==> src/rtl/equation2_hint_if.sv <==
// Handshake bundle between the hint/solver block and its consumer (equation checker or bench).
interface equation2_hint_if;
    logic       start;
    logic [6:0] OngoingTimer;
    logic [7:0] DataOut;
    logic       Go;
    logic       busy;
    logic       found;
    logic       done;

    modport master (
        input  start, OngoingTimer,
        output DataOut, Go, busy, found, done
    );

    modport slave (
        output start, OngoingTimer,
        input  DataOut, Go, busy, found, done
    );
endinterface

==> src/rtl/equation2_hint.sv <==
// Brute-force solver for x*x*z + x*y == target (8-bit), replaying the first hit
// as x, y, z on the DataOut/Go handshake a player would use.
module equation2_hint #(
    parameter int MAXV    = 15,
    parameter int GO_HIGH = 2,
    parameter int GO_LOW  = 2
) (
    input  logic              Clock,
    input  logic              Resetn,
    equation2_hint_if.master  bus
);

    localparam logic [7:0]  MAX8    = 8'(MAXV);
    localparam logic [15:0] HI_LAST = 16'(GO_HIGH - 1);
    localparam logic [15:0] LO_LAST = 16'(GO_LOW - 1);

    typedef enum logic [2:0] {IDLE, SEARCH, SETUP, GO_HI, GO_LO, DONE} state_t;

    state_t      state;
    logic [7:0]  x, y, z, target;
    logic [7:0]  hx, hy, hz;
    logic [1:0]  idx;
    logic [15:0] cnt;
    logic [7:0]  dout_q;
    logic        go_q, busy_q, found_q, done_q;
    logic [7:0]  r;
    logic        hit;
    logic        last_triple;

    // Every intermediate is cut to 8 bits, mirroring the checker's registers.
    function automatic logic [7:0] eval_r(input logic [7:0] a, input logic [7:0] b,
                                          input logic [7:0] c);
        logic [7:0] sq, t1, t2;
        sq = a * a;
        t1 = sq * c;
        t2 = a * b;
        return t1 + t2;
    endfunction

    function automatic logic [7:0] pick(input logic [1:0] i, input logic [7:0] a,
                                        input logic [7:0] b, input logic [7:0] c);
        case (i)
            2'd0:    return a;
            2'd1:    return b;
            default: return c;
        endcase
    endfunction

    assign r           = eval_r(x, y, z);
    assign hit         = (r == target);
    assign last_triple = (x == MAX8) && (y == MAX8) && (z == MAX8);

    always_ff @(posedge Clock or negedge Resetn) begin
        if (!Resetn) begin
            state   <= IDLE;
            x       <= '0;
            y       <= '0;
            z       <= '0;
            target  <= '0;
            hx      <= '0;
            hy      <= '0;
            hz      <= '0;
            idx     <= '0;
            cnt     <= '0;
            dout_q  <= '0;
            go_q    <= 1'b0;
            busy_q  <= 1'b0;
            found_q <= 1'b0;
            done_q  <= 1'b0;
        end else begin
            case (state)
                IDLE: begin
                    if (bus.start) begin
                        target  <= {1'b0, bus.OngoingTimer};
                        x       <= '0;
                        y       <= '0;
                        z       <= '0;
                        busy_q  <= 1'b1;
                        found_q <= 1'b0;
                        state   <= SEARCH;
                    end
                end
                SEARCH: begin
                    if (hit) begin
                        hx     <= x;
                        hy     <= y;
                        hz     <= z;
                        idx    <= 2'd0;
                        dout_q <= x;
                        state  <= SETUP;
                    end else if (last_triple) begin
                        found_q <= 1'b0;
                        done_q  <= 1'b1;
                        state   <= DONE;
                    end else if (z != MAX8) begin
                        z <= z + 8'd1;
                    end else begin
                        // Limit compare, not overflow, ends each digit so MAXV=255 cannot wrap.
                        z <= '0;
                        if (y != MAX8) begin
                            y <= y + 8'd1;
                        end else begin
                            y <= '0;
                            x <= x + 8'd1;
                        end
                    end
                end
                SETUP: begin
                    go_q  <= 1'b1;
                    cnt   <= '0;
                    state <= GO_HI;
                end
                GO_HI: begin
                    if (cnt == HI_LAST) begin
                        go_q  <= 1'b0;
                        cnt   <= '0;
                        state <= GO_LO;
                    end else begin
                        cnt <= cnt + 16'd1;
                    end
                end
                GO_LO: begin
                    if (cnt == LO_LAST) begin
                        if (idx != 2'd2) begin
                            idx    <= idx + 2'd1;
                            dout_q <= pick(idx + 2'd1, hx, hy, hz);
                            state  <= SETUP;
                        end else begin
                            found_q <= 1'b1;
                            done_q  <= 1'b1;
                            state   <= DONE;
                        end
                    end else begin
                        cnt <= cnt + 16'd1;
                    end
                end
                DONE: begin
                    done_q <= 1'b0;
                    busy_q <= 1'b0;
                    state  <= IDLE;
                end
                default: state <= IDLE;
            endcase
        end
    end

    assign bus.DataOut = dout_q;
    assign bus.Go      = go_q;
    assign bus.busy    = busy_q;
    assign bus.found   = found_q;
    assign bus.done    = done_q;

endmodule

==> src/flat_wrapper.sv <==
// flat-port wrapper written by rule: the top's interface ports become plain ports
module equation2_hint_flat 
#(
    parameter int MAXV    = 15,
    parameter int GO_HIGH = 2,
    parameter int GO_LOW  = 2
)
  (Clock, Resetn, bus_start, bus_OngoingTimer, bus_DataOut, bus_Go, bus_busy, bus_found, bus_done);
  equation2_hint_if bus_i ();
  input  logic Clock;
  input  logic Resetn;
  input wire logic [$bits(bus_i.start)-1:0] bus_start;
  input wire logic [$bits(bus_i.OngoingTimer)-1:0] bus_OngoingTimer;
  output wire logic [$bits(bus_i.DataOut)-1:0] bus_DataOut;
  output wire logic [$bits(bus_i.Go)-1:0] bus_Go;
  output wire logic [$bits(bus_i.busy)-1:0] bus_busy;
  output wire logic [$bits(bus_i.found)-1:0] bus_found;
  output wire logic [$bits(bus_i.done)-1:0] bus_done;
  assign bus_i.start = bus_start;
  assign bus_i.OngoingTimer = bus_OngoingTimer;
  assign bus_DataOut = bus_i.DataOut;
  assign bus_Go = bus_i.Go;
  assign bus_busy = bus_i.busy;
  assign bus_found = bus_i.found;
  assign bus_done = bus_i.done;
  equation2_hint #(.MAXV(MAXV), .GO_HIGH(GO_HIGH), .GO_LOW(GO_LOW)) u_core (.Clock(Clock), .Resetn(Resetn), .bus(bus_i));
endmodule
==> config.mk <==
export PLATFORM = sky130hd
export DESIGN_NAME = equation2_hint_flat
export DESIGN_NICKNAME = d
export VERILOG_FILES = /design/src/rtl/equation2_hint_if.sv /design/src/rtl/equation2_hint.sv /design/src/flat_wrapper.sv
export SDC_FILE = /design/constraint.sdc
export NUM_CORES = 1
export LEC_CHECK = 0
export ABC_CLOCK_PERIOD_IN_PS = 7400
export BUFFER_PORTS_ARGS = -buffer_cell sky130_fd_sc_hd__buf_4
export CAP_MARGIN = 20
export CORE_MARGIN = 2
export CORE_UTILIZATION = 45
export CTS_CLUSTER_SIZE = 8
export DETAILED_ROUTE_END_ITERATION = 12
export GPL_ROUTABILITY_DRIVEN = 0
export PLACE_DENSITY_LB_ADDON = 0.08
export SLEW_MARGIN = 20
export SYNTH_ARGS = -nofsm -noshare
export SYNTH_HDL_FRONTEND = slang
export SYNTH_SLANG_ARGS = --single-unit
==> constraint.sdc <==
create_clock -name Clock -period 7.4 [get_ports Clock]
set_input_delay 0.74 -clock Clock [delete_from_list [all_inputs] [get_ports Clock]]
set_output_delay 0.74 -clock Clock [all_outputs]
set_load 0.05 [all_outputs]
==> impl_metrics.json, run 1 <==
{
  "status": "complete, but fails checks",
  "synthArstFlopShare_pct": 100.0,
  "numCtsBuffers": 9,
  "fin_setup_tns_ns": -15.45,
  "drt-initial-drc-count": 337,
  "cpPeakStageDelay_ns": 0.52,
  "ys_warn_count": 0,
  "start_util_pct": 45.93,
  "ir_drop_mv": 0.2329,
  "r2r_cells": 27,
  "grt.total_usage_pct": 22.81,
  "violations": "negative setup slack",
  "pwr-share-clk_pct": 23.6,
  "dieHeight_um": 128.6,
  "first_pass_iters": 5,
  "p_per_area_nw_per_um2": 230.3,
  "p_int_uw": 1157,
  "grt_pass1_wl_um": 29300,
  "ios": 22,
  "slew-limit-headroom_pct": 31.68,
  "fin_skew_ns": 0.007253,
  "synthesis.instances": 721,
  "setup_viol": 63,
  "dieArea_um2": 16530,
  "combPwrFrac_pct": 41.9,
  "startpoint_type": "flop",
  "portBuffers": 21,
  "hpwl_um": 12800,
  "arrival_ns": 7.99,
  "tightest_slew_ns": 1.017,
  "cts_num_sinks": 88,
  "multi_input_area_um2": 4674,
  "area_growth_pct": 19.76,
  "cts_tree": "done",
  "diodes": 0,
  "clk_latency_ns": 0.35,
  "cp_num_cells": 27,
  "endpoint_kind": "flop",
  "hold_viol": 0,
  "yosysSeqAreaShare_pct": 31.54,
  "timing.final.ws_setup_ns": -0.3606,
  "synth_cell_types": 57,
  "finalCriticalPeriod_ns": 7.761,
  "critPathKind": "flop to flop",
  "routed.top_layer": "met4",
  "fin_cells": 964,
  "nets": 870,
  "grt_pass1_vias": 5577,
  "grt_max_degree": 80,
  "report.final.slew_viol_count": 0,
  "ys.flop_type": "dfrtp_1",
  "period_share_pct": 104.9,
  "cts-root-buf": "clkbuf_16",
  "die_w_um": 128.6,
  "clk_pin_slew_ns": 0.06,
  "p_switching_uw": 769.1,
  "wl_met3_um": 706,
  "avgSynthCellArea_um2": 9.685,
  "crit_required_ns": 7.63,
  "placed_cells": 937,
  "layout-drive-gt1-share_pct": 23.58,
  "total_leakage_power_uw": 0.004216,
  "num_vias": 5448,
  "drc": 0,
  "grt-ovfl-total": 0,
  "synth_fp_nets": 819,
  "critPathTopFamily": "adder cells",
  "hp-class": "input pin to async pin",
  "layout.area.seq_um2": 2202,
  "swShare_pct": 39.94,
  "netlist_area_um2": 6983,
  "cts_max_level": 3,
  "synth_edf_count": 0,
  "core.rowCount": 45,
  "drt-met1-wl_um": 8132,
  "pre_cts_slack_ns": -0.5657,
  "maxCapViolCount": 0,
  "vias_per_cell": 5.651,
  "n_fill_cell": 1340,
  "fin_area_um2": 8363,
  "antenna_found_initial": 0,
  "rsz0062_at_grt": "true",
  "pwr-share-seq_pct": 34.4,
  "avgRoutedWirePerCell_um": 18.28,
  "met2WireLength_um": 8493,
  "routed_wl_um": 17620,
  "cpMaxStageDelayCell": "fa_1",
  "crit_buf_inv": 4,
  "fp.coreArea_um2": 15200,
  "max_clock_freq_ghz": 0.1289,
  "cts_max_path_buffers": 2,
  "place_area_um2": 7655,
  "crit_path_max_fanout": 7,
  "ys_seq_elements": 88,
  "cp_common_cell": "fa_1",
  "detail-route-antenna-nets": 0
}
==> cells in the final DEF (no fill, tap or decap), drive strengths merged, types with 11 or more instances in the layout <==
master | Yosys | routed
xor2 | 17 | 17
clkbuf | 28 | 12
o21ai | 48 | 48
dfrtp | 88 | 88
nor2 | 41 | 41
ha | 56 | 56
and3 | 11 | 11
buf | 12 | 79
nand2 | 72 | 72
inv | 54 | 54
and2 | 47 | 47
nand3 | 21 | 21
a21oi | 28 | 29
fa | 32 | 32
xnor2 | 29 | 29
mux2 | 40 | 40
==> power by group through the flow <==
| stage | Combinational, µW | Clock (µW) | Sequential, µW |
|---|---|---|---|
| global placement | 687 | 0 | 665 |
| global route | 882 | 480 | 677 |
| finish | 808 | 455 | 663 |
| detailed placement | 697 | 0 | 668 |
| floorplan | 474 | 0 | 644 |
| CTS | 728 | 463 | 662 |
==> area by class of cell <==
type / instances / area share (%)
multi-input combinational: 540 / 55.89
sequential: 88 / 26.33
timing repair buffer: 79 / 9.081
clock buffer: 12 / 2.947
tap: 188 / 2.813
inverter: 54 / 2.424
clock inverter: 3 / 0.5087
==> cell families (layout without fill, tap and decap cells) <==
kind of cell / count (synthesis) / after routing / synth area share (%)
AO/OA/AOI/OAI: 120 / 121 / 10.63
XOR/XNOR: 53 / 53 / 8.063
adder cells (fa/ha/maj): 88 / 88 / 19.21
buffers and inverters: 94 / 148 / 5.662
flip-flops: 88 / 88 / 31.54
multiplexers: 43 / 43 / 8.009
AND/OR/NAND/NOR: 235 / 235 / 16.90
==> per-layer routing <==
| metal | global-route usage, % | vias to the layer above |
|---|---|---|
| li1 | - | 2569 |
| met1 | 32.23 | 2724 |
| met2 | 36.73 | 131 |
| met3 | 4.158 | 24 |
| met4 | 5.499 | 0 |
| met5 | 0 | - |
==> stage by stage <==
step / utilization [%] / hold slack (ns) / power (µW)
final: 55.01 / 0.2120 / 1926
after global routing: 55.01 / 0.2111 / 2039
after CTS: 53.74 / 0.2047 / 1854
after detailed placement: 50.35 / 0.4966 / 1365
after global placement: 50.35 / 0.4764 / 1352
after floorplan: - / 0.4444 / 1118
==> worst paths after layout <==
check | startpoint | end | slack [ns]
worst max-delay path | u_core.x[0] | u_core.hz[0] | -0.36
worst min-delay path | Resetn | u_core.x[0] | 0.21
worst max register to register | u_core.x[0] | u_core.hz[0] | -0.36
worst min register to register | u_core.bus.DataOut[0] | u_core.bus.DataOut[0] | 0.51
max in group asynchronous | Resetn | u_core.cnt[5] | 6.26
min in group Clock | u_core.bus.DataOut[0] | u_core.bus.DataOut[0] | 0.51
==> timing repair <==
| item | CTS | global route |
|---|---|---|
| gates cloned | 4 | 0 |
| buffers inserted | 5 | 3 |
| hold buffers | 0 | 0 |
| gates resized for setup | 20 | 44 |
| setup endpoints to repair | 63 | 63 |
| pin swaps | 12 | 6 |
==> cells in the mapped netlist (all sizes together), types with 9 or more instances <==
cell type  count  area share, %
xor2          17            2.1
xnor2         29            3.6
and2          47            4.2
nor2          41            2.2
nand3         21            1.5
ha            56             10
clkbuf        28            1.5
dfrtp         88             32
mux2          40            7.6
buf           12            1.3
nand2         72            3.9
a22oi         10            1.1
o21ai         48            3.4
fa            32            9.2
or3            9           0.81
inv           54            2.9
a21oi         28            2.1
and3          11            1.1
==> state kept, by name, summed over array words and instances (netlist names), 2 cells and up <==
| register | cells |
|---|---|
| u_core.idx | 2 |
| u_core.hx | 8 |
| u_core.state | 3 |
| u_core.bus.DataOut | 8 |
| u_core.cnt | 16 |
| u_core.x | 8 |
| u_core.hz | 8 |
| u_core.z | 8 |
| u_core.y | 8 |
| u_core.target | 7 |
| u_core.hy | 8 |
Power figures use the tool's default switching activity.
==> inputs of run 2 (changes only) <==
--- a/config.mk
+++ b/config.mk
@@ -5,11 +5,12 @@
 export SDC_FILE = /design/constraint.sdc
 export NUM_CORES = 1
 export LEC_CHECK = 0
-export ABC_CLOCK_PERIOD_IN_PS = 7400
+export ABC_CLOCK_PERIOD_IN_PS = 9710
 export BUFFER_PORTS_ARGS = -buffer_cell sky130_fd_sc_hd__buf_4
 export CAP_MARGIN = 20
 export CORE_MARGIN = 2
-export CORE_UTILIZATION = 45
+export CORE_UTILIZATION = 55
+export CTS_CLUSTER_DIAMETER = 80
 export CTS_CLUSTER_SIZE = 8
 export DETAILED_ROUTE_END_ITERATION = 12
 export GPL_ROUTABILITY_DRIVEN = 0
==> constraint.sdc (replaced) <==
create_clock -name Clock -period 9.71 [get_ports Clock]
set_input_delay 0.971 -clock Clock [delete_from_list [all_inputs] [get_ports Clock]]
set_output_delay 0.971 -clock Clock [all_outputs]
set_load 0.05 [all_outputs]
==> impl_metrics.json, run 2 (synthesis results as in run 1) <==
{
  "status": "finished clean",
  "cpMaxStageDelayCell": "dfrtp_1",
  "core.rowCount": 41,
  "critPathTopFamily": "adder cells",
  "fp.coreArea_um2": 12520,
  "first_pass_iters": 5,
  "slew-limit-headroom_pct": 40.13,
  "layout-drive-gt1-share_pct": 12.29,
  "cp_num_cells": 28,
  "avgRoutedWirePerCell_um": 17.84,
  "drc": 0,
  "final_cell_mix": "88 x dfrtp_1, 72 x nand2_1, 56 x ha_1",
  "top_register": "u_core.cnt",
  "clk_pin_slew_ns": 0.07,
  "arrival_ns": 9.29,
  "endpoint_kind": "flop",
  "numCtsBuffers": 9,
  "max_clock_freq_ghz": 0.1103,
  "antenna_found_initial": 0,
  "tightest_slew_ns": 0.8981,
  "diodes": 0,
  "fin_skew_ns": 0.01012,
  "clk_latency_ns": 0.35,
  "p_per_area_nw_per_um2": 180.8,
  "dieHeight_um": 116.7,
  "grt_pass1_vias": 5281,
  "grt-ovfl-total": 0,
  "total_leakage_power_uw": 0.003834,
  "hpwl_um": 11820,
  "postCtsSetupRepairBufs": 0,
  "critPathCapture": "u_core.y[7]",
  "cts_max_path_buffers": 2,
  "crit_path_start": "u_core.x[3]",
  "grt_max_degree": 62,
  "finalCriticalPeriod_ns": 9.067,
  "cp_common_cell": "fa_1",
  "final_common_cell": "dfrtp_1",
  "period_share_pct": 93.38,
  "area_growth_pct": 8.189,
  "crit_path_max_fanout": 35,
  "drt-initial-drc-count": 322,
  "grt.total_usage_pct": 25.38,
  "r2r_cells": 28,
  "p_total_uw": 1366,
  "die_w_um": 116.7,
  "routed_wl_um": 15990,
  "start_util_pct": 55.79,
  "reg2reg_slack_ns": 0.64,
  "vias_per_cell": 5.858,
  "cts_num_sinks": 88,
  "crit_buf_inv": 4,
  "num_vias": 5249,
  "cts-root-buf": "clkbuf_16",
  "nets": 818,
  "maxCapViolCount": 0,
  "report.final.slew_viol_count": 0,
  "fin_setup_tns_ns": 0,
  "ios": 22,
  "r2r_end": "u_core.y[7]",
  "detail-route-antenna-nets": 0,
  "grt_pass1_wl_um": 26590,
  "critPathKind": "flop to flop",
  "cpPeakStageDelay_ns": 0.64,
  "dieArea_um2": 13610,
  "hold_viol": 0,
  "hold_buffers": 0,
  "portBuffers": 21,
  "cts_max_level": 3,
  "rsz0062_at_grt": "false",
  "cts_tree": "done",
  "hp-class": "flop to flop",
  "cts_resized": 0,
  "crit_required_ns": 9.94,
  "largest_reg_flops": 16,
  "ir_drop_mv": 0.2030,
  "setup_viol": 0,
  "r2r_start": "u_core.x[3]",
  "startpoint_type": "flop"
}
## run 2: cell count changes in the layout (fill, tap and decap cells not counted), sizes merged
cell / previous run / this run
buf: 79 / 28
a21oi: 29 / 28
bufinv: 1 / 2
clkbuf: 12 / 11
clkinv: 1 / 2
clkinvlp: 1 / 0
## run 2: how the worst min path moves through the flow
| stage | startpoint | endpoint | slack (ns) | cells after the start |
|---|---|---|---|---|
| 2_1_floorplan | u_core.hx[0] | u_core.hx[0] | 0.45 | 2 |
| 3_3_place_gp | u_core.hx[0] | u_core.hx[0] | 0.47 | 2 |
| 3_5_place_dp | u_core.hx[0] | u_core.hx[0] | 0.49 | 2 |
| 4_1_cts | u_core.hx[0] | u_core.hx[0] | 0.50 | 2 |
| 5_1_grt | u_core.bus.DataOut[5] | u_core.bus.DataOut[5] | 0.53 | 1 |
| 6_report | u_core.hx[0] | u_core.hx[0] | 0.49 | 2 |
## run 2: final cells by class
type,count,area (µm²)
multi-input combinational,539,4394
inverter,54,202.7
sequential,88,2202
tap,172,215.2
fill,1108,4962
timing repair buffer,28,210.2
clock inverter,4,77.57
clock buffer,11,252.7
## run 2: power breakdown
group	switching [µW]	internal [µW]	total, µW
logic	307	170	477
clock network	145	239	384
registers	81.3	423	504
## run 2: metrics by stage
step	area (µm²)	setup slack (ns)	utilization (%)	cells	hold slack [ns]
6_report	7555	0.6426	60.36	896	0.4925
3_5_place_dp	7224	0.7168	57.72	881	0.4874
2_1_floorplan	6983	1.618	-	721	0.4494
3_3_place_gp	7224	1.026	57.72	881	0.4707
4_1_cts	7555	0.6274	60.36	896	0.5002
5_1_grt	7555	0.1586	60.36	896	0.5269
## run 2: layer usage
metal	vias to the layer above	GRT usage [%]	wire length, µm
li1	2451	-	-
met1	2599	35.33	7402
met2	167	39.77	7407
met3	32	6.072	866
met4	0	7.451	311
met5	-	0	0
## run 2: worst reg2reg max path, delay by kind of cell (launching register included)
family	cells	cell delay [ns]
flops	1	0.64
buf+inv	4	0.62
compound gates	3	0.77
fa+ha+maj	12	4.78
simple gates	5	0.89
xor+xnor	4	1.25
==> inputs of run 3 (changes only) <==
--- a/config.mk
+++ b/config.mk
@@ -9,7 +9,7 @@
 export BUFFER_PORTS_ARGS = -buffer_cell sky130_fd_sc_hd__buf_4
 export CAP_MARGIN = 20
 export CORE_MARGIN = 2
-export CORE_UTILIZATION = 55
+export CORE_UTILIZATION = 56
 export CTS_CLUSTER_DIAMETER = 80
 export CTS_CLUSTER_SIZE = 8
 export DETAILED_ROUTE_END_ITERATION = 12
==> impl_metrics.json, run 3 (synthesis results as in run 1) <==
{
  "layout-drive-gt1-share_pct": 12.02,
  "routed_wl_um": 15770,
  "p_per_area_nw_per_um2": 174.5,
  "nets": 818,
  "grt.total_usage_pct": 25.26,
  "combPwrFrac_pct": 35.3,
  "critPathKind": "flop to flop",
  "r2r_end": "u_core.y[6]",
  "avgRoutedWirePerCell_um": 17.68,
  "pwr-share-clk_pct": 26.1,
  "maxCapViolCount": 0,
  "drc": 0,
  "largest_reg_flops": 16,
  "dieArea_um2": 13380,
  "status": "finished clean",
  "slew-limit-headroom_pct": 36.95,
  "cts_max_path_buffers": 2,
  "crit_required_ns": 9.93,
  "max_clock_freq_ghz": 0.1116,
  "period_share_pct": 92.26,
  "hpwl_um": 11530,
  "cts_resized": 0,
  "grt-ovfl-total": 0,
  "p_int_uw": 793.9,
  "endpoint_kind": "flop",
  "reg2reg_slack_ns": 0.75,
  "portBuffers": 21,
  "core.rowCount": 40,
  "cpMaxStageDelayCell": "dfrtp_1",
  "detail-route-antenna-nets": 0,
  "rsz0062_at_grt": "false",
  "cpPeakStageDelay_ns": 0.64,
  "cp_common_cell": "fa_1",
  "area_growth_pct": 7.526,
  "hp-class": "flop to flop",
  "numCtsBuffers": 9,
  "top_register": "u_core.cnt",
  "fin_area_um2": 7508,
  "crit_path_max_fanout": 35,
  "start_util_pct": 57.65,
  "tightest_slew_ns": 0.9457,
  "dieHeight_um": 115.7,
  "clk_pin_slew_ns": 0.06,
  "ir_drop_mv": 0.1764,
  "finalCriticalPeriod_ns": 8.958,
  "cts_num_sinks": 88,
  "holdWs_ns": 0.4955,
  "final_cell_mix": "88 x dfrtp_1, 72 x nand2_1, 56 x ha_1",
  "total_leakage_power_uw": 0.003812,
  "num_vias": 5154,
  "antenna_found_initial": 0,
  "p_switching_uw": 516.5,
  "cts_tree": "done",
  "swShare_pct": 39.41,
  "setup_viol": 0,
  "clk_latency_ns": 0.34,
  "grt_pass1_wl_um": 26340,
  "place_area_um2": 7219,
  "fin_setup_tns_ns": 0,
  "hold_viol": 0,
  "critPathTopFamily": "adder cells",
  "fp.coreArea_um2": 12110,
  "grt_max_degree": 49,
  "drt-initial-drc-count": 472,
  "cts_max_level": 3,
  "diodes": 0,
  "grt_pass1_vias": 5189,
  "min-delay-start": "u_core.hx[0]",
  "arrival_ns": 9.18,
  "first_pass_iters": 5,
  "crit_buf_inv": 4,
  "postCtsSetupRepairBufs": 0,
  "fin_skew_ns": 0.006134,
  "r2r_cells": 28,
  "cts-root-buf": "clkbuf_16",
  "hold_buffers": 0,
  "whs_endpoint": "u_core.hx[0]",
  "startpoint_type": "flop",
  "ios": 22,
  "report.final.slew_viol_count": 0,
  "hold_depth": 2,
  "pwr-share-seq_pct": 38.5,
  "r2r_start": "u_core.x[3]",
  "vias_per_cell": 5.778,
  "final_common_cell": "dfrtp_1",
  "die_w_um": 115.7
}
-- run 3: changes by cell type in the layout (fill, tap and decap cells not counted) --
cell	previous run	this run
clkinvlp_4	0	1
clkbuf_1	0	2
clkinv_4	2	0
bufinv_16	2	1
clkbuf_8	2	1
clkinv_2	0	1
-- run 3: layer usage --
layer	global-route usage [%]	part of all wire (%)	vias up
met5	0	0	-
met4	6.111	1.9	0
met3	4.812	5.5	30
met2	39.61	46	158
met1	36.55	46	2513
li1	-	-	2453
-- run 3: power by group through the flow --
stage	Sequential (µW)	Combinational [µW]	Clock [µW]
2_1_floorplan	490	351	0
3_3_place_gp	510	451	0
3_5_place_dp	510	460	0
4_1_cts	504	462	349
5_1_grt	514	514	363
6_report	505	463	342
-- run 3: area by class of cell --
cell class,count,area [µm²]
Tap cell,168,210.2
Timing Repair Buffer,28,210.2
Multi-Input combinational cell,539,4394
Inverter,54,202.7
Clock inverter,3,42.54
Clock buffer,12,246.5
Fill cell,1063,4603
Sequential cell,88,2202
-- run 3: worst max-delay path by stage --
stage                           start  cells after the start           end
final                     u_core.x[3]                     28   u_core.y[6]
after detailed placement  u_core.x[3]                     28   u_core.y[6]
after global placement    u_core.x[3]                     28   u_core.y[7]
after floorplan           u_core.x[0]                     29  u_core.hx[2]
after global routing      u_core.x[3]                     28   u_core.y[7]
after CTS                 u_core.x[3]                     28   u_core.y[6]
-- run 3: metrics by stage --
stage          instances  total power [µW]  utilization (%)  setup slack (ns)
4_1_cts              892              1315            61.99            0.8005
3_3_place_gp         877             961.3            59.61             1.021
6_report             892              1310            61.99            0.7518
3_5_place_dp         877             970.2            59.61            0.8308
5_1_grt              892              1392            61.99            0.3150
2_1_floorplan        721             841.7                -             1.618
-- run 3: worst reg2reg max path: cells and delay by family, from the launching register on --
family | cells | cell delay, ns
adders and majority gates | 12 | 4.77
and+or+nand+nor | 5 | 0.86
buffers and inverters | 4 | 0.62
xor gates and xnor gates | 4 | 1.22
DFF | 1 | 0.64
AOI/OAI and AO/OA | 3 | 0.74
